[config.mk]
export PLATFORM = sky130hd
export DESIGN_NAME = hazard_ctrl
export DESIGN_NICKNAME = d
export VERILOG_FILES = /design/src/rtl/hazard_ctrl.sv
export SDC_FILE = /design/constraint.sdc
export NUM_CORES = 1
export LEC_CHECK = 0
export CAP_MARGIN = 20
export CORE_MARGIN = 2
export CORE_UTILIZATION = 32
export CTS_BUF_LIST = sky130_fd_sc_hd__clkbuf_2 sky130_fd_sc_hd__clkbuf_4 sky130_fd_sc_hd__clkbuf_8
export DETAILED_ROUTE_END_ITERATION = 7
export PLACE_DENSITY = 0.86
export SLEW_MARGIN = 20
export SYNTH_ARGS = -nofsm -noshare
export SYNTH_HDL_FRONTEND = slang
export SYNTH_SLANG_ARGS = --single-unit
[constraint.sdc]
create_clock -name clk -period 1.9 [get_ports clk]
set_clock_uncertainty 0.15 [all_clocks]
set_input_delay 0.285 -clock clk [delete_from_list [all_inputs] [get_ports clk]]
set_output_delay 0.285 -clock clk [all_outputs]
set_load 0.01 [all_outputs]
[src/rtl/hazard_ctrl.sv]
// Hazard and interrupt sequencer for the 5-stage MIPS pipeline: steers IF/ID, ID/EX and PC.
// Optional feature: define IRQ_SYNC_EN to pass IRQ through a 2-flop synchronizer.
module hazard_ctrl #(
   parameter int LOADUSE_CYCLES = 1
) (
   input  logic       clk,
   input  logic       reset,
   input  logic       EX_MemRd,
   input  logic [4:0] EX_Rt,
   input  logic [4:0] ID_Rs,
   input  logic [4:0] ID_Rt,
   input  logic       ID_UsesRt,
   input  logic       ID_Jump,
   input  logic       EX_BranchTaken,
   input  logic       ID_NoIRQ,
   input  logic       IRQ,
   input  logic       Eret,
   output logic [1:0] IF_ID_Src,
   output logic       ID_EX_Stall,
   output logic       PC_Hold,
   output logic [1:0] PC_Src,
   output logic       IRQ_Ack
);

   typedef enum logic [1:0] {
      IDLE    = 2'd0,
      ARMED   = 2'd1,
      SERVICE = 2'd2
   } state_t;

   localparam logic [1:0] SRC_PASS   = 2'd0;
   localparam logic [1:0] SRC_BUBBLE = 2'd1;
   localparam logic [1:0] SRC_HOLD   = 2'd2;

   localparam logic [1:0] PC_SEQ    = 2'd0;
   localparam logic [1:0] PC_TARGET = 2'd1;
   localparam logic [1:0] PC_VECTOR = 2'd2;

   // The LU cycle itself is the first bubble, so the counter covers the rest.
   localparam logic [2:0] CNT_RELOAD = 3'(LOADUSE_CYCLES - 1);

   state_t     state;
   state_t     state_nxt;
   logic [2:0] cnt;
   logic [2:0] cnt_nxt;
   logic       irq_eff;
   logic       lu;
   logic       stall;
   logic       take;

`ifdef IRQ_SYNC_EN
   logic [1:0] irq_sync;

   always_ff @(posedge clk) begin
      if (reset) begin
         irq_sync <= 2'b00;
      end else begin
         irq_sync <= {irq_sync[0], IRQ};
      end
   end

   assign irq_eff = irq_sync[1];
`else
   assign irq_eff = IRQ;
`endif

   assign lu = EX_MemRd && (EX_Rt != 5'd0) &&
               ((EX_Rt == ID_Rs) || (ID_UsesRt && (EX_Rt == ID_Rt)));

   assign stall = lu || (cnt != 3'd0);

   // A take needs a clean cycle: no redirect from EX and no bubble in flight.
   assign take = (state == ARMED) && irq_eff && ID_NoIRQ &&
                 !EX_BranchTaken && !stall;

   always_ff @(posedge clk) begin
      if (reset) begin
         state <= IDLE;
         cnt   <= 3'd0;
      end else begin
         state <= state_nxt;
         cnt   <= cnt_nxt;
      end
   end

   always_comb begin
      state_nxt = state;
      case (state)
         IDLE: begin
            if (irq_eff) begin
               state_nxt = ARMED;
            end
         end
         ARMED: begin
            if (take) begin
               state_nxt = SERVICE;
            end else if (!irq_eff) begin
               state_nxt = IDLE;
            end
         end
         SERVICE: begin
            if (Eret) begin
               state_nxt = IDLE;
            end
         end
         default: state_nxt = IDLE;
      endcase
   end

   always_comb begin
      IF_ID_Src   = SRC_PASS;
      ID_EX_Stall = 1'b0;
      PC_Hold     = 1'b0;
      PC_Src      = PC_SEQ;
      IRQ_Ack     = 1'b0;
      cnt_nxt     = cnt;

      if (reset) begin
         IF_ID_Src   = SRC_BUBBLE;
         ID_EX_Stall = 1'b1;
         PC_Hold     = 1'b1;
         cnt_nxt     = 3'd0;
      end else if (EX_BranchTaken) begin
         IF_ID_Src   = SRC_BUBBLE;
         ID_EX_Stall = 1'b1;
         PC_Src      = PC_TARGET;
         cnt_nxt     = 3'd0;
      end else if (take) begin
         IF_ID_Src   = SRC_BUBBLE;
         ID_EX_Stall = 1'b1;
         PC_Src      = PC_VECTOR;
         IRQ_Ack     = 1'b1;
      end else if (stall) begin
         IF_ID_Src   = SRC_HOLD;
         ID_EX_Stall = 1'b1;
         PC_Hold     = 1'b1;
         cnt_nxt     = (cnt == 3'd0) ? CNT_RELOAD : (cnt - 3'd1);
      end else if (ID_Jump) begin
         IF_ID_Src   = SRC_BUBBLE;
         PC_Src      = PC_TARGET;
      end
   end

endmodule

==> results_tabular.tex <==
\begin{tabular}{lr}
\hline
Metric & Value \\
\hline
\multicolumn{2}{l}{\textbf{Finish}} \\
\quad Area growth from synthesis to layout & 119\% \\
\quad Filler Cell Count & 99 \\
\quad Number of nets at the end of the flow & roughly 140 \\
\quad Ant diodes & 0 \\
\quad Area of all placed cells without fillers & 996 sq um \\
\quad Fraction of final layout cells with drive strength greater than 1 & 48.6\% \\
\multicolumn{2}{l}{\textbf{Die}} \\
\quad Top-level I/O count & 31 \\
\quad Initial core utilization & 34.6\% \\
\quad Site Rows & 13 \\
\quad Die area & approximately 0.0017 sq mm \\
\quad Die Height & 41.7 um \\
\quad Die outline width & 41.7 um \\
\quad Core Region & 0.00132 sq mm \\
\multicolumn{2}{l}{\textbf{Power}} \\
\quad Fraction of power consumed by the clock network & between 30\% and 40\% \\
\quad Combinational share of power & a little over a third \\
\quad Power spent charging and discharging nets & around 99 uW \\
\quad Total power of the final layout & 380 uW \\
\quad Worst VDD drop & $\sim$0.33 mV \\
\quad Cell-internal power & between 200 and 300 uW \\
\quad Leakage & 0.469 nW \\
\quad Power density of the placed cells & 382 mW/mm\^{}2 \\
\quad Switching share of total power & 26.0\% \\
\quad Sequential group share of total power & between 20\% and 30\% \\
\multicolumn{2}{l}{\textbf{CTS}} \\
\quad Largest buffer count on any clock path & 2 \\
\quad Clock tree from TritonCTS & yes \\
\quad CTS root buffer & clkbuf\_4 \\
\quad Total clock sinks & 5 \\
\quad CTS HTree Levels & 1 \\
\quad Clock slew at reported path FFs & around 40 ps \\
\quad Inserted Clock Buffers & 3 \\
\quad Hold-fix buffers at CTS & 0 \\
\quad Worst skew pair latency & about 240 ps \\
\multicolumn{2}{l}{\textbf{Run status}} \\
\quad Failing checks & negative setup slack \\
\quad Run status & complete, but fails checks \\
\multicolumn{2}{l}{\textbf{Critical path}} \\
\quad Largest delay share family, worst path & buffers and inverters \\
\quad Number of cells on the critical path & 9 \\
\quad Worst EP required & roughly 1500 ps \\
\quad Crit path arrival time & 1710 ps \\
\quad Buffering stage count on the worst path with inverters included & 4 \\
\quad Kind of end point of the critical path & primary output \\
\quad Register-to-Register Path Depth & 7 \\
\quad Most Frequent Cell on Critical Path & buf\_6 \\
\quad Worst path cell trace & buf\_6 > buf\_6 > xor2\_2 > nor4\_2 > a32oi\_2 > o21a\_2 > buf\_6 > nor3\_2 > buf\_2 \\
\quad Worst Setup Start Kind & primary input \\
\quad Critical Path Slowest Stage Cell & nor4\_2 \\
\quad Critical Setup Path Class & in -> out \\
\quad Crit-path max FO & 3 \\
\quad Critical path's largest stage delay & 310 ps \\
\multicolumn{2}{l}{\textbf{Timing}} \\
\quad RSZ-0062 raised after global routing & true \\
\quad Min Tclk post-route & about 2100 ps \\
\quad PnR worst setup slack & -249 ps \\
\quad Worst Tran Pin Value & 259 ps \\
\quad Final slew viol count & 0 \\
\quad Final setup violating endpoints & 7 \\
\quad Hold violation total from the final report & 0 \\
\quad Post-route fraction of the period consumed by the critical path & 113\% \\
\quad Worst hold slack after final layout & 438 ps \\
\quad Highest clock frequency the design can meet & between 0.4 and 0.5 GHz \\
\quad Headroom to the max-slew limit & 82.6\% \\
\multicolumn{2}{l}{\textbf{Yosys}} \\
\quad Warning count from the yosys run & 0 \\
\quad Number of flops mapped to enable cells by yosys & 0 \\
\quad Top cell type by total area after synthesis & dfxtp\_1 \\
\quad Post-Syn Instances & between 50 and 60 \\
\quad Mapped Area & 455 sq um \\
\quad Most frequent cell after synthesis & xor2\_1 \\
\quad Top area cells in the synthesized netlist & dfxtp\_1 22\%, xor2\_1 17\%, ha\_1 5.5\%, mux2i\_1 4.4\%, a31o\_1 3.8\% \\
\quad Ys flop type & dfxtp\_1 \\
\quad Flop and latch count out of synthesis & 5 \\
\quad Synth unique cells & 30 \\
\quad Proportion of synthesized chip area in sequential cells & 22.0\% \\
\quad Fraction of synthesized cell area taken by the top area cell type & 22.0\% \\
\quad Syn avg cell area & 8.13 sq um \\
\quad Number of nets in the synthesized netlist & 82 \\
\quad Most common library cells after synthesis & 9 x xor2\_1, 5 x dfxtp\_1, 3 x inv\_1, 3 x nand2\_1, 3 x nor2\_1 \\
\quad Proportion of register bits with asynchronous set or reset after synthesis & 0\% \\
\multicolumn{2}{l}{\textbf{Global routing}} \\
\quad GRT Overall Usage & 21.1\% \\
\quad Antenna violations before repair & 0 \\
\quad Global route total overflow & 0 \\
\quad Maximum number of pins on one net before global-route repair & 8 \\
\quad Via count of the first global-routing pass & 650 \\
\quad Global-route wire length before repair & 2840 um \\
\multicolumn{2}{l}{\textbf{Detailed routing}} \\
\quad Number of routed nets with antenna violations & 0 \\
\quad 1st-pass router iterations & 4 \\
\quad Routed wire length per instance & about 13 um \\
\quad Drt total wl & between 1500 and 2000 um \\
\quad DR DRC count & 0 \\
\quad DR vias/cell & around 5.0 \\
\quad Number of violations reported at the end of detailed-routing iteration 0 & 7 \\
\quad Vias & 614 \\
\multicolumn{2}{l}{\textbf{Placement}} \\
\quad HPWL reported at the end of detailed placement & approximately 1200 um \\
\quad Number of I/O port buffers & 30 \\
\quad Minimum setup slack after placement & -946 ps \\
\quad Area after DPL & 881 sq um \\
\quad Gpl congestion & 0.838 \\
\multicolumn{2}{l}{\textbf{Job}} \\
\quad Max-cap violations & 0 \\
\multicolumn{2}{l}{\textbf{Hold path}} \\
\quad Class of the tightest hold or removal check & reg -> reg \\
\quad WHS Path Cells & 2 \\
\hline
\end{tabular}
## worst reg2reg max path, delay by kind of cell, from the launching register on
family                     cells  cell delay, ps
DFF                            1             300
and+or+nand+nor                1             300
buffers and inverters          3             290
adders and majority gates      1             230
AOI/OAI and AO/OA              1             180
muxes                          1             170
## placed cells by master, fill, tap and decap left out, types with 2 or more instances in the layout
master,n
buf_4,17
clkdlybuf4s50_1,8
nand2_1,3
buf_2,9
nor3_2,2
dfxtp_1,5
dlygate4sd2_1,6
nor2_1,3
inv_1,3
mux2i_1,2
xor2_1,8
clkbuf_4,4
clkdlybuf4s15_1,2
a31o_1,2
buf_6,7
## area by class of cell
type,instances,area [sq um],area share [%]
multi-input cells,47,419,42.1
repair buffers,50,417,41.8
flip-flops and latches,5,100,10.1
clock buffers,4,30.0,3.02
well taps,15,18.8,1.88
inverters,3,11.3,1.13
## power by group through the flow
stage | Combinational [mW] | Sequential [mW] | Clock (mW)
6_report | 0.139 | 0.108 | 0.133
5_1_grt | 0.149 | 0.108 | 0.144
4_1_cts | 0.132 | 0.108 | 0.141
3_5_place_dp | 0.124 | 0.110 | 0
3_3_place_gp | 0.123 | 0.110 | 0
2_1_floorplan | 0.0386 | 0.109 | 0
## worst paths after layout
kind                        from             endpoint  slack, ps
min          cnt[0]$_SDFFE_PP0N_  cnt[0]$_SDFFE_PP0N_        440
min reg2reg  cnt[0]$_SDFFE_PP0N_  cnt[0]$_SDFFE_PP0N_        440
max reg2reg  cnt[1]$_SDFFE_PP0N_  cnt[2]$_SDFFE_PP0N_        220
max                     EX_Rt[2]         IF_ID_Src[1]       -250
## state kept, by name (all words and copies together) (netlist names)
name	count
state	2
cnt	3
## routing by layer
layer	vias to the layer above	wire [um]	track usage (%)
li1	308	-	-
met1	280	669	24.0
met2	26	845	36.3
met3	0	110	5.22
met4	0	0	10.3
met5	-	0	0
## metrics by stage
| stage | util (%) | cells | setup TNS, ps |
|---|---|---|---|
| final | 75.6 | 124 | -1120 |
| after global routing | 75.6 | 124 | -1560 |
| after CTS | 73.6 | 124 | -1120 |
| after detailed placement | 66.9 | 114 | -8100 |
| after global placement | 66.9 | 114 | -7650 |
| after floorplan | - | 56 | -18.3 |
## cell families after synthesis
family | Yosys count | synth area share, %
AO/OA/AOI/OAI | 12 | 19.2
buffers and inverters | 4 | 4.12
adder cells (fa/ha/maj) | 2 | 5.49
AND/OR/NAND/NOR | 21 | 25.6
multiplexers | 2 | 4.40
flip-flops | 5 | 22.0
XOR/XNOR | 10 | 19.2
## what timing repair did
item                                    4_1_cts  5_1_grt
buffers inserted                              7        0
gates resized for setup                      77        8
pin swaps                                    17        4
endpoints found under the setup margin       11        8
Power figures use the tool's default switching activity.
